$ cat src/rtl/fetcher.sv
// Instruction-fetch front end.
// Issues one word read at a time to the memory controller and buffers
// returned words in a prefetch FIFO. Pops one instruction per cycle to the
// dispatcher unless stalled. A ROB redirect flushes the FIFO and re-steers
// the PC.
// Optional feature: define IF_JAL_PREDICT_EN to follow JAL targets at fetch.
//
// Handshake: IF_req is a level that rises with IF_addr and holds both stable
// until the single-cycle MC_done pulse returns MC_inst. flag_IF is a
// one-cycle valid for inst_IF/pc_IF with no back-pressure. stall_IF only
// suppresses the pop. Everything is sampled only when rdy=1.
// fsm_state exposes the fetch FSM: 0=IDLE, 1=WAIT, 2=DISCARD.
module fetcher #(
  parameter int          QUEUE_DEPTH = 4,
  parameter logic [31:0] RESET_PC    = 32'h0
) (
  input  logic        clk,
  input  logic        rst,
  input  logic        rdy,
  output logic        IF_req,
  output logic [31:0] IF_addr,
  input  logic        MC_done,
  input  logic [31:0] MC_inst,
  input  logic        stall_IF,
  input  logic        jump_flag,
  input  logic [31:0] jump_pc,
  output logic        flag_IF,
  output logic [31:0] inst_IF,
  output logic [31:0] pc_IF,
  output logic [1:0]  fsm_state
);

  localparam int AW = $clog2(QUEUE_DEPTH);
  localparam int CW = AW + 1;

  typedef enum logic [1:0] {
    IDLE    = 2'd0,
    WAIT    = 2'd1,
    DISCARD = 2'd2
  } state_t;

  state_t state;
  state_t next_state;

  logic [31:0]   pc;
  logic [31:0]   next_pc;
  logic [31:0]   fifo_pc   [QUEUE_DEPTH];
  logic [31:0]   fifo_inst [QUEUE_DEPTH];
  logic [AW-1:0] head;
  logic [AW-1:0] tail;
  logic [CW-1:0] count;

  logic do_pop;
  logic do_push;
  logic do_issue;

  // Per-cycle decisions; a redirect suppresses pop, push and a new request.
  always_comb begin
    do_pop   = (count != '0) && !stall_IF && !jump_flag;
    do_push  = (state == WAIT) && MC_done && !jump_flag;
    do_issue = (state == IDLE) && !jump_flag &&
               ((count < CW'(QUEUE_DEPTH)) || do_pop);
  end

  // PC following the word returned now: sequential, or the JAL target.
  always_comb begin
    next_pc = pc + 32'd4;
`ifdef IF_JAL_PREDICT_EN
    if (MC_inst[6:0] == 7'b1101111) begin
      next_pc = pc + {{11{MC_inst[31]}}, MC_inst[31], MC_inst[19:12],
                      MC_inst[20], MC_inst[30:21], 1'b0};
    end
`endif
  end

  // FSM state register.
  always_ff @(posedge clk) begin
    if (rst) begin
      state <= IDLE;
    end else if (rdy) begin
      state <= next_state;
    end
  end

  // FSM next state; any MC_done ends the outstanding request.
  always_comb begin
    next_state = state;
    unique case (state)
      IDLE:    if (do_issue) next_state = WAIT;
      WAIT: begin
        if (MC_done)        next_state = IDLE;
        else if (jump_flag) next_state = DISCARD;
      end
      DISCARD: if (MC_done) next_state = IDLE;
      default: next_state = IDLE;
    endcase
  end

  // FSM outputs: the request is outstanding in every non-IDLE state.
  always_comb begin
    IF_req    = (state != IDLE);
    fsm_state = state;
  end

  // FIFO storage; written only on push, no reset needed.
  always_ff @(posedge clk) begin
    if (!rst && rdy && do_push) begin
      fifo_pc[tail]   <= pc;
      fifo_inst[tail] <= MC_inst;
    end
  end

  // PC, pointers, request address and dispatcher output register.
  always_ff @(posedge clk) begin
    if (rst) begin
      pc      <= RESET_PC;
      head    <= '0;
      tail    <= '0;
      count   <= '0;
      IF_addr <= 32'h0;
      flag_IF <= 1'b0;
      inst_IF <= 32'h0;
      pc_IF   <= 32'h0;
    end else if (rdy) begin
      if (do_issue) begin
        IF_addr <= pc;
      end
      if (jump_flag) begin
        head    <= '0;
        tail    <= '0;
        count   <= '0;
        flag_IF <= 1'b0;
        pc      <= jump_pc;
      end else begin
        if (do_push) begin
          tail <= tail + AW'(1);
          pc   <= next_pc;
        end
        if (do_pop) begin
          flag_IF <= 1'b1;
          inst_IF <= fifo_inst[head];
          pc_IF   <= fifo_pc[head];
          head    <= head + AW'(1);
        end else begin
          flag_IF <= 1'b0;
        end
        unique case ({do_push, do_pop})
          2'b10:   count <= count + CW'(1);
          2'b01:   count <= count - CW'(1);
          default: count <= count;
        endcase
      end
    end
  end

endmodule

$ cat config.mk
export PLATFORM = sky130hd
export DESIGN_NAME = fetcher
export DESIGN_NICKNAME = d
export VERILOG_FILES = /design/src/rtl/fetcher.sv
export SDC_FILE = /design/constraint.sdc
export NUM_CORES = 1
export LEC_CHECK = 0
export CAP_MARGIN = 20
export CORE_MARGIN = 3
export CORE_UTILIZATION = 51
export DETAILED_ROUTE_END_ITERATION = 8
export PLACE_DENSITY = 0.85
export SYNTH_ARGS = -nofsm -noshare
export SYNTH_HDL_FRONTEND = slang
export SYNTH_SLANG_ARGS = --single-unit
$ cat constraint.sdc
create_clock -name clk -period 2.81 [get_ports clk]
set_input_delay 0.281 -clock clk [delete_from_list [all_inputs] [get_ports clk]]
set_output_delay 0.281 -clock clk [all_outputs]
set_load 0.01 [all_outputs]
Word-level counts from Yosys, hierarchy flattened
Memories as Yosys holds them, arrays and structs flattened. A register that Yosys moved wholly into a read port is not among the register bits.
Cells that the tools add are included.
{ "totals": {"ff_bits": 74, "ramBits": 256, "in_bits": 70, "out_inout_bits": 100, "elab_cells": 64, "mem_count": 2} }
{ "classes": {"add_sub_neg": 5, "magnitude_cmp": 1, "eq_ne": 7, "mux": 17, "bitwise_logic": 1, "reduce_logical": 24} }
{ "mem_list": {"columns": ["memory", "depth", "word_bits", "read_ports", "rd_ports_with_merged_regs", "wr", "line", "text"], "rows": [
  ["fifo_inst", 4, 32, 1, 1, 1, "48", "logic [31:0] fifo_inst [QUEUE_DEPTH];"],
  ["fifo_pc", 4, 32, 1, 1, 1, "47", "logic [31:0] fifo_pc [QUEUE_DEPTH];"]
]} }
{ "op_table": {"columns": ["op", "n"], "rows": [
  ["32-bit 2-to-1 mux", 2],
  ["32-bit by 3-bit adder with 32-bit output (second input constant)", 1],
  ["2-bit 2-to-1 mux", 8],
  ["1-bit logical AND", 8],
  ["2-bit AND reduction", 4],
  ["2-bit one-hot mux with 3 select lines", 1],
  ["3-bit one-hot mux with 2 select lines", 1],
  ["2-bit nonzero test", 3],
  ["3-bit nonzero test", 2],
  ["2-bit by 1-bit adder with 2-bit output (second input constant)", 2],
  ["2-bit by 1-bit == test with 1-bit output (second input constant)", 2],
  ["2-bit == test (second input constant)", 2],
  ["1-bit 2-to-1 mux", 4],
  ["2-bit inequality test (second input constant)", 2],
  ["4-bit AND reduction", 1],
  ["3-bit by 1-bit adder with 3-bit output (second input constant)", 1],
  ["1-bit logical NOT", 3],
  ["3-bit less-than comparator (second input constant)", 1],
  ["3-bit 2-to-1 mux", 1],
  ["3-bit inequality test (second input constant)", 1],
  ["3-bit AND reduction", 1],
  ["3-bit by 1-bit subtractor with 3-bit output (second input constant)", 1],
  ["2-bit logical NOT", 1],
  ["1-bit logical OR", 1],
  ["1-bit NOT", 1]
]} }

Depth between registers and ports, before layout
Gate-level depths: netlist (run 1).
{ "depth": {"depth_word": 7, "mapped_depth": 8, "depth_no_buf": 6} }

Worst setup path after synthesis (run 1)
Ideal clock, no wire load.
{ "synth_timing": {"path_kind": "reg-to-reg", "startpoint": "register state[0] (netlist: fsm_state[0])", "endpoint": "memory fifo_inst[0][0], enable pin", "setup_time_ns": 0.429, "t_arrival_ns": 2.426, "required_ns": 2.381, "path_slack_ns": -0.045, "stages_incl_launch_ff": 4, "path_buffers": 1, "synth_period_minus_slack_ns": 2.855, "cell_sequence": "dfxtp_1 and4b_2 clkbuf_2 and3_1"} }
{ "synth_via": {"elab_chain_len": 6} }
{ "synth_rtl": {"columns": ["item", "line", "text"], "rows": [
  ["start: declaration", "42", "state_t state;"],
  ["start signal: assignment", "81", "state <= next_state;"],
  ["2-bit by 1-bit == test with 1-bit output", "60", "do_push = (state == WAIT) && MC_done && !jump_flag;"],
  ["1-bit logical AND (2 in a row)", "60", null],
  ["1-bit logical AND", "107", "if (!rst && rdy && do_push) begin"],
  ["1-bit 2-to-1 mux", "107", null],
  ["1-bit 2-to-1 mux (implied by the code)", "109", "fifo_inst[tail] <= MC_inst;"],
  ["end: declaration", "48", null]
]} }
Every way passes these cells.

Worst setup path in the final report (run 1)
{ "layout_timing": {"startpoint": "register count[2]", "endpoint": "register count[2]"} }
{ "layout_via": {"elab_chain_len": 6, "elab_cells_between_ends": 11, "cone_classes": "2 x add/sub; 2 x eq/ne; 2 x mux; 5 x reduce/logical"} }
{ "layout_rtl": {"columns": ["item", "line", "text"], "rows": [
  ["start: declaration", "51", "logic [CW-1:0] count;"],
  ["start signal: assignment", "148", "2'b10: count <= count + CW'(1);"],
  ["start signal: assignment", "149", "2'b01: count <= count - CW'(1);"],
  ["start signal: assignment", "150", "default: count <= count;"],
  ["3-bit nonzero test", "59", "do_pop = (count != '0) && !stall_IF && !jump_flag;"],
  ["1-bit logical AND (2 in a row)", "59", null],
  ["2-bit by 1-bit == test with 1-bit output / 2-bit == test (equally long branches)", "147", "unique case ({do_push, do_pop})"],
  ["3-bit one-hot mux with 2 select lines / 3-bit nonzero test (equally long branches)", null, null],
  ["3-bit 2-to-1 mux / 2-bit AND reduction (equally long branches)", null, null]
]} }
Parallel ways exist; a longest one is shown, timed or not.
A chain may end at the register's enable or synchronous reset.

==> flow_summary.yaml, run 1 <==
status:
  run_status: "finished, final reports clean"
logic_synthesis:
  async_reset_ff_share_pct: 0
  synth_flop_cell: "edfxtp_1"
  avgSynthCellArea_um2: 13.6
  syn_inst: 1126
  yosysUniqueCellTypes: 63
  syn_area_um2: 15300
  yosys_warnings: 0
  synth_edf_count: 256
  ys_ff_latch: 394
  ys_seq_area_share_pct: 68.2
  synth.net_count: 1202
placed_design:
  place_area_um2: 17600
  gp_congestion: 0.901
  io_buffers: 169
  post-dp-hpwl_mm: 22.8
clock_network:
  holdBufCountCts: 0
  clkTransAtPathRegs_ns: 0.06
  clk_latency_ns: 0.52
  ctsLongestPathBuffers: 3
  post_cts_resized: 0
  cts_max_level: 2
  cts_sinks: 394
  cts_tree: "yes"
  postCtsSetupBuffers: 0
  cts_buffers: 39
  cts_root_buf: "clkbuf_16"
routing:
  drc: 0
  drt-initial-drc-count: 1222
  via_per_inst: 6.01
  first_pass_iters: 6
  ant_nets: 0
  detail_route.wl_per_cell_um: 21.8
  num_vias: 10248
  drt-total-wl_mm: 37.2
die:
  initial_core_util_pct: 52.6
  row_count: 62
  io_pins: 170
  die_w_um: 179
  die_h_um: 179
  die_area_um2: 32200
  core-area_um2: 29200
global_routing:
  grt_pass1_vias: 10382
  grt_usage_pct: 23.0
  gr-total-overflow: 0
  grt_pass1_wl_mm: 57.5
  antenna_found_initial: 1
  grt_max_degree: 79
timing:
  setup_viol: 0
  fin_setup_tns_ns: 0
  min_period_ns: 2.63
  hold_viol_final: 0
  relSlewSlack_pct: 41.3
  min_period_over_period_pct: 93.4
  fmax_mhz: 381
  worstMarginPinSlew_ns: 0.880
  rsz0062_at_grt: "false"
  clock_skew_ns: 0.0217
  drv_slew: 0
worst_setup_path:
  path_class: "flip-flop to flip-flop"
  reg2regPathDepth: 6
  crit_path_start_kind: "flip-flop"
  cpMaxStageDelayCell: "nor3_1"
  cpLargestDelayFamily: "simple AND/OR/NAND/NOR gates"
  cp_num_cells: 6
  ff2ff_setup_slack_ns: 0.18
  crit_arrival_ns: 3.06
  cp.required_ns: 3.24
  cp_num_buf_inv: 0
  slowest_delay_ns: 0.60
  end_kind: "flip-flop"
  path_cells: "nor3_1, nor4_1, fa_1, or4_4, a211o_1, a31oi_1"
  cp_max_fo: 7
min_path:
  min_path_type: "input pin to flip-flop"
  min_path_cells: 5
pwr:
  p_leak_nw: 5.92
  p_sw_share_pct: 20.6
  seqPwrFrac_pct: 53.9
  power_switching_mw: 2.40
  power_density_nw_per_um2: 621
  vdd_drop_max_v: 0.000374
  power_frac_comb_pct: 3.7
  pwr-share-clk_pct: 42.4
  p_int_mw: 9.26
layout:
  drive_gt1_share_pct: 13.3
  stdcell_area_um2: 18800
  n_fill_cell: 2004
  final_net_count: 1366
  area_growth_pct: 22.5
flow_run:
  maxCapViolCount: 0
==> worst reg2reg max path: stages (launching register included) <==
cell     delay (ns)
dfxtp_1        0.39
nor3_1         0.60
nor4_1         0.15
fa_1           0.41
or4_4          0.53
a211o_1        0.31
a31oi_1        0.15
==> cells in the mapped netlist, types with 3 or more instances <==
cell | n | share of area [%]
and2_1 | 7 | 0.29
and4_1 | 10 | 0.57
nand3_1 | 13 | 0.42
a31oi_1 | 5 | 0.20
a311o_1 | 3 | 0.20
dfxtp_1 | 138 | 18
nor2_1 | 21 | 0.51
or4_1 | 3 | 0.15
or3_1 | 3 | 0.12
buf_2 | 31 | 1.0
a22oi_1 | 8 | 0.39
nor4_1 | 9 | 0.37
or2_2 | 3 | 0.12
nand2_1 | 232 | 5.7
inv_1 | 8 | 0.20
ha_1 | 5 | 0.41
mux2_2 | 3 | 0.22
and3_1 | 10 | 0.41
o22ai_1 | 4 | 0.16
o311ai_0 | 4 | 0.23
nand4_1 | 14 | 0.57
mux4_2 | 64 | 9.4
edfxtp_1 | 256 | 50
a211oi_1 | 7 | 0.34
nor3_1 | 21 | 0.69
a21oi_1 | 120 | 3.9
clkbuf_1 | 41 | 1.0
nand2b_1 | 3 | 0.12
mux2i_1 | 6 | 0.39
o21ai_0 | 18 | 0.59
o211ai_1 | 9 | 0.44
a41oi_1 | 4 | 0.23
a311oi_1 | 3 | 0.17
==> power groups by stage <==
stage | clock, mW | combinational [mW] | sequential [mW]
floorplan | 0 | 0.196 | 6.37
global placement | 0 | 0.406 | 6.40
detailed placement | 0 | 0.419 | 6.41
CTS | 5.00 | 0.423 | 6.28
global route | 5.23 | 0.456 | 6.29
finish | 4.95 | 0.427 | 6.29
==> routing by layer <==
layer / track usage (%) / up-vias / routed length (um)
met5: 0 / - / 0
met4: 9.34 / 0 / 1380
met3: 3.62 / 117 / 2970
met2: 38.2 / 548 / 18500
met1: 30.6 / 5001 / 14400
li1: - / 4582 / -
==> sequential cells by signal (all words and copies together), names as in the netlist <==
register   count
fifo_inst    128
fifo_pc      128
IF_addr       32
inst_IF       32
pc            32
pc_IF         32
count          3
fsm_state      2
head           2
tail           2
flag_IF        1
==> cells in the final DEF (no fill, tap or decap), types with 18 or more instances in the layout <==
cell and count:
clkbuf_16 39, buf_4 22, nor3_1 20, a21oi_1 120, edfxtp_1 256, o21ai_0 18, nor2_1 21, mux4_2 64
clkdlybuf4s50_1 167, dfxtp_1 136, nand2_1 232
==> layout make-up <==
type	instances	area, um^2	share of cell area, %
diodes	1	2.50	0.0133
clock buffers	57	1080	5.77
clock inverters	13	123	0.653
well taps	384	480	2.56
flip-flops and latches	394	10500	55.7
repair buffers	201	2060	11.0
multi-input cells	646	4530	24.1
inverters	8	30.0	0.160
==> cell families (layout without fill, tap and decap cells) <==
logic type                 count (synthesis)  count (layout)  synth area share (%)
AOI/OAI and AO/OA                        204             204                  7.95
xor gates and xnor gates                   1               1                0.0571
adders and majority gates                  6               6                 0.539
buffers and inverters                     86             279                  2.45
DFF                                      394             394                  68.2
muxes                                     73              73                  10.0
other                                      0               1                     0
and+or+nand+nor                          362             362                  10.8
==> worst paths after layout <==
kind / from / to
worst max-delay path: count[2] / count[2]
worst min-delay path: rst / pc[23]
worst max register to register: count[2] / count[2]
worst min register to register: inst_IF[9] / inst_IF[9]
==> metrics by stage <==
step                      cells  utilization (%)  total power, mW  hold WS, ns  worst slack (ns)
after floorplan            1126                -             6.57        0.380             0.336
after global placement     1633             60.2             6.81        0.444             0.334
after detailed placement   1633             60.2             6.82        0.447             0.238
after CTS                  1703             64.3             11.7        0.281             0.200
after global routing       1704             64.4             12.0        0.300            0.0939
final                      1704             64.4             11.7        0.293             0.185
(Power assumes the default switching activity.)
==> inputs of run 2 (changes only) <==
--- a/config.mk
+++ b/config.mk
@@ -9,6 +9,7 @@
 export CORE_MARGIN = 3
 export CORE_UTILIZATION = 51
 export DETAILED_ROUTE_END_ITERATION = 8
+export GPL_ROUTABILITY_DRIVEN = 1
 export PLACE_DENSITY = 0.85
 export SYNTH_ARGS = -nofsm -noshare
 export SYNTH_HDL_FRONTEND = slang
==> results of run 2 <==
The final DEF is identical to that of run 1; final timing and power are the same.
==> inputs of run 3 (changes only) <==
--- a/config.mk
+++ b/config.mk
@@ -7,10 +7,10 @@
 export LEC_CHECK = 0
 export CAP_MARGIN = 20
 export CORE_MARGIN = 3
-export CORE_UTILIZATION = 51
+export CORE_UTILIZATION = 55
 export DETAILED_ROUTE_END_ITERATION = 8
 export GPL_ROUTABILITY_DRIVEN = 1
-export PLACE_DENSITY = 0.85
+export PLACE_DENSITY = 0.87
 export SYNTH_ARGS = -nofsm -noshare
 export SYNTH_HDL_FRONTEND = slang
 export SYNTH_SLANG_ARGS = --single-unit
==> constraint.sdc (replaced) <==
create_clock -name clk -period 3.4 [get_ports clk]
set_input_delay 0.34 -clock clk [delete_from_list [all_inputs] [get_ports clk]]
set_output_delay 0.34 -clock clk [all_outputs]
set_load 0.01 [all_outputs]
==> run 3 against run 2 <==
  * Global-route usage increased by 1.8 points
  * Clock skew decreased by 0.0060 ns
  * Combinational power decreased by 20%
  * Critical path depth unchanged
  * Setup slack improved by 0.67 ns
  * Hold slack improved by 0.052 ns
  * Sequential share of layout area about the same
  * Critical path type unchanged
  * Critical endpoint unchanged
  * Largest power group unchanged
  * Highest routed layer unchanged
==> flow_summary.yaml, run 3 (synthesis results as in run 1) <==
timing:
  clock_skew_ns: 0.0158
  min_period_over_period_pct: 74.9
  min_period_ns: 2.55
  worstMarginPinSlew_ns: 1.08
  fin_setup_tns_ns: 0
  hold_viol_final: 0
  fmax_mhz: 393
  layout_setup_ws_ns: 0.852
  holdWs_ns: 0.345
  drv_slew: 0
  relSlewSlack_pct: 27.9
  rsz0062_at_grt: "false"
  setup_viol: 0
worst_setup_path:
  cp_num_buf_inv: 0
  cp.required_ns: 3.83
  path_cells: "nor3_1, nor4_1, fa_1, or4_4, a211o_1, a31oi_1"
  end_kind: "flip-flop"
  cp_max_fo: 7
  slowest_delay_ns: 0.54
  cpLargestDelayFamily: "simple AND/OR/NAND/NOR gates"
  crit_arrival_ns: 2.98
  path_class: "flip-flop to flip-flop"
  crit_path_start_kind: "flip-flop"
  cpMaxStageDelayCell: "nor3_1"
clock_network:
  postCtsSetupBuffers: 0
  cts_buffers: 38
  clk_latency_ns: 0.53
  clkTransAtPathRegs_ns: 0.06
  ctsLongestPathBuffers: 3
  cts_root_buf: "clkbuf_16"
  cts_sinks: 394
  cts_max_level: 2
  post_cts_resized: 0
  cts_tree: "yes"
  holdBufCountCts: 0
global_routing:
  grt_max_degree: 94
  gr-total-overflow: 0
  grt_pass1_wl_mm: 58.8
  grt_use_met3_pct: 3.95
  use_met1_pct: 32.7
  grt_usage_pct: 24.8
  antenna_found_initial: 2
  grt_pass1_vias: 10369
  top_usage_layer: "met2"
  use_met2_pct: 41.8
routing:
  ant_nets: 0
  detail_route.wl_per_cell_um: 22.5
  via_per_inst: 6.13
  drt-total-wl_mm: 37.9
  drt-initial-drc-count: 1328
  num_vias: 10346
  first_pass_iters: 6
  drc: 0
die:
  row_count: 60
  die_h_um: 173
  die_area_um2: 29900
  core-area_um2: 27200
  initial_core_util_pct: 56.4
  die_w_um: 173
  io_pins: 170
layout:
  area_growth_pct: 22.5
  drive_gt1_share_pct: 13.3
  final_net_count: 1359
  utilization_pct: 69.1
  final-seq-area_um2: 10500
  layout_commonest_cell: "edfxtp_1"
  stdcell_area_um2: 18800
  reg_top3: "fifo_inst x128, fifo_pc x128"
  multi_input_area_um2: 4530
  n_fill_cell: 1712
  final_cell_mix: "edfxtp_1, nand2_1, clkdlybuf4s50_1"
  fin_cells: 1687
pwr:
  p_leak_nw: 5.93
  finalPower_mw: 9.89
  vdd_drop_max_v: 0.000372
  power_density_nw_per_um2: 527
min_path:
  min_path_type: "input pin to flip-flop"
placed_design:
  io_buffers: 169
  place_area_um2: 17500
  post-dp-hpwl_mm: 22.6
  place_ws_ns: 0.543
  gp_congestion: 0.863
  place_inst: 1615
flow_run:
  maxCapViolCount: 0
status:
  run_status: "finished, final reports clean"
[run 3: metal layers]
layer	vias to the layer above	share of wire, %	wire length [um]
met5	-	0	0
met3	96	8.7	3300
met2	607	50	19100
met1	5073	38	14300
li1	4570	-	-
met4	0	3.1	1190
[run 3: worst reg2reg max path, cell delays in order (launching register included)]
cell     delay [ns]
dfxtp_1        0.39
nor3_1         0.54
nor4_1         0.13
fa_1           0.41
or4_4          0.53
a211o_1        0.30
a31oi_1        0.17
[run 3: final cells by class]
type	instances	area share [%]
clock inverter	20	1.28
multi-input combinational	646	24.1
clock buffer	50	5.63
timing repair buffer	195	10.6
tap	372	2.48
inverter	8	0.160
sequential	394	55.7
antenna	2	0.0267
[run 3: power breakdown]
group / internal [mW] / switching, mW / total, mW / leakage [nW]
Sequential: 5.12 / 0.0814 / 5.20 / 3.48
Clock: 2.59 / 1.76 / 4.35 / 0.638
Combinational: 0.154 / 0.186 / 0.340 / 1.81
[run 3: final timing paths]
kind	from	endpoint	slack, ns	cells past startpoint
worst max-delay path	count[2]	count[2]	0.85	6
worst max register to register	count[2]	count[2]	0.85	6
worst min register to register	inst_IF[30]	inst_IF[30]	0.45	2
worst min-delay path	rst	pc[23]	0.35	5
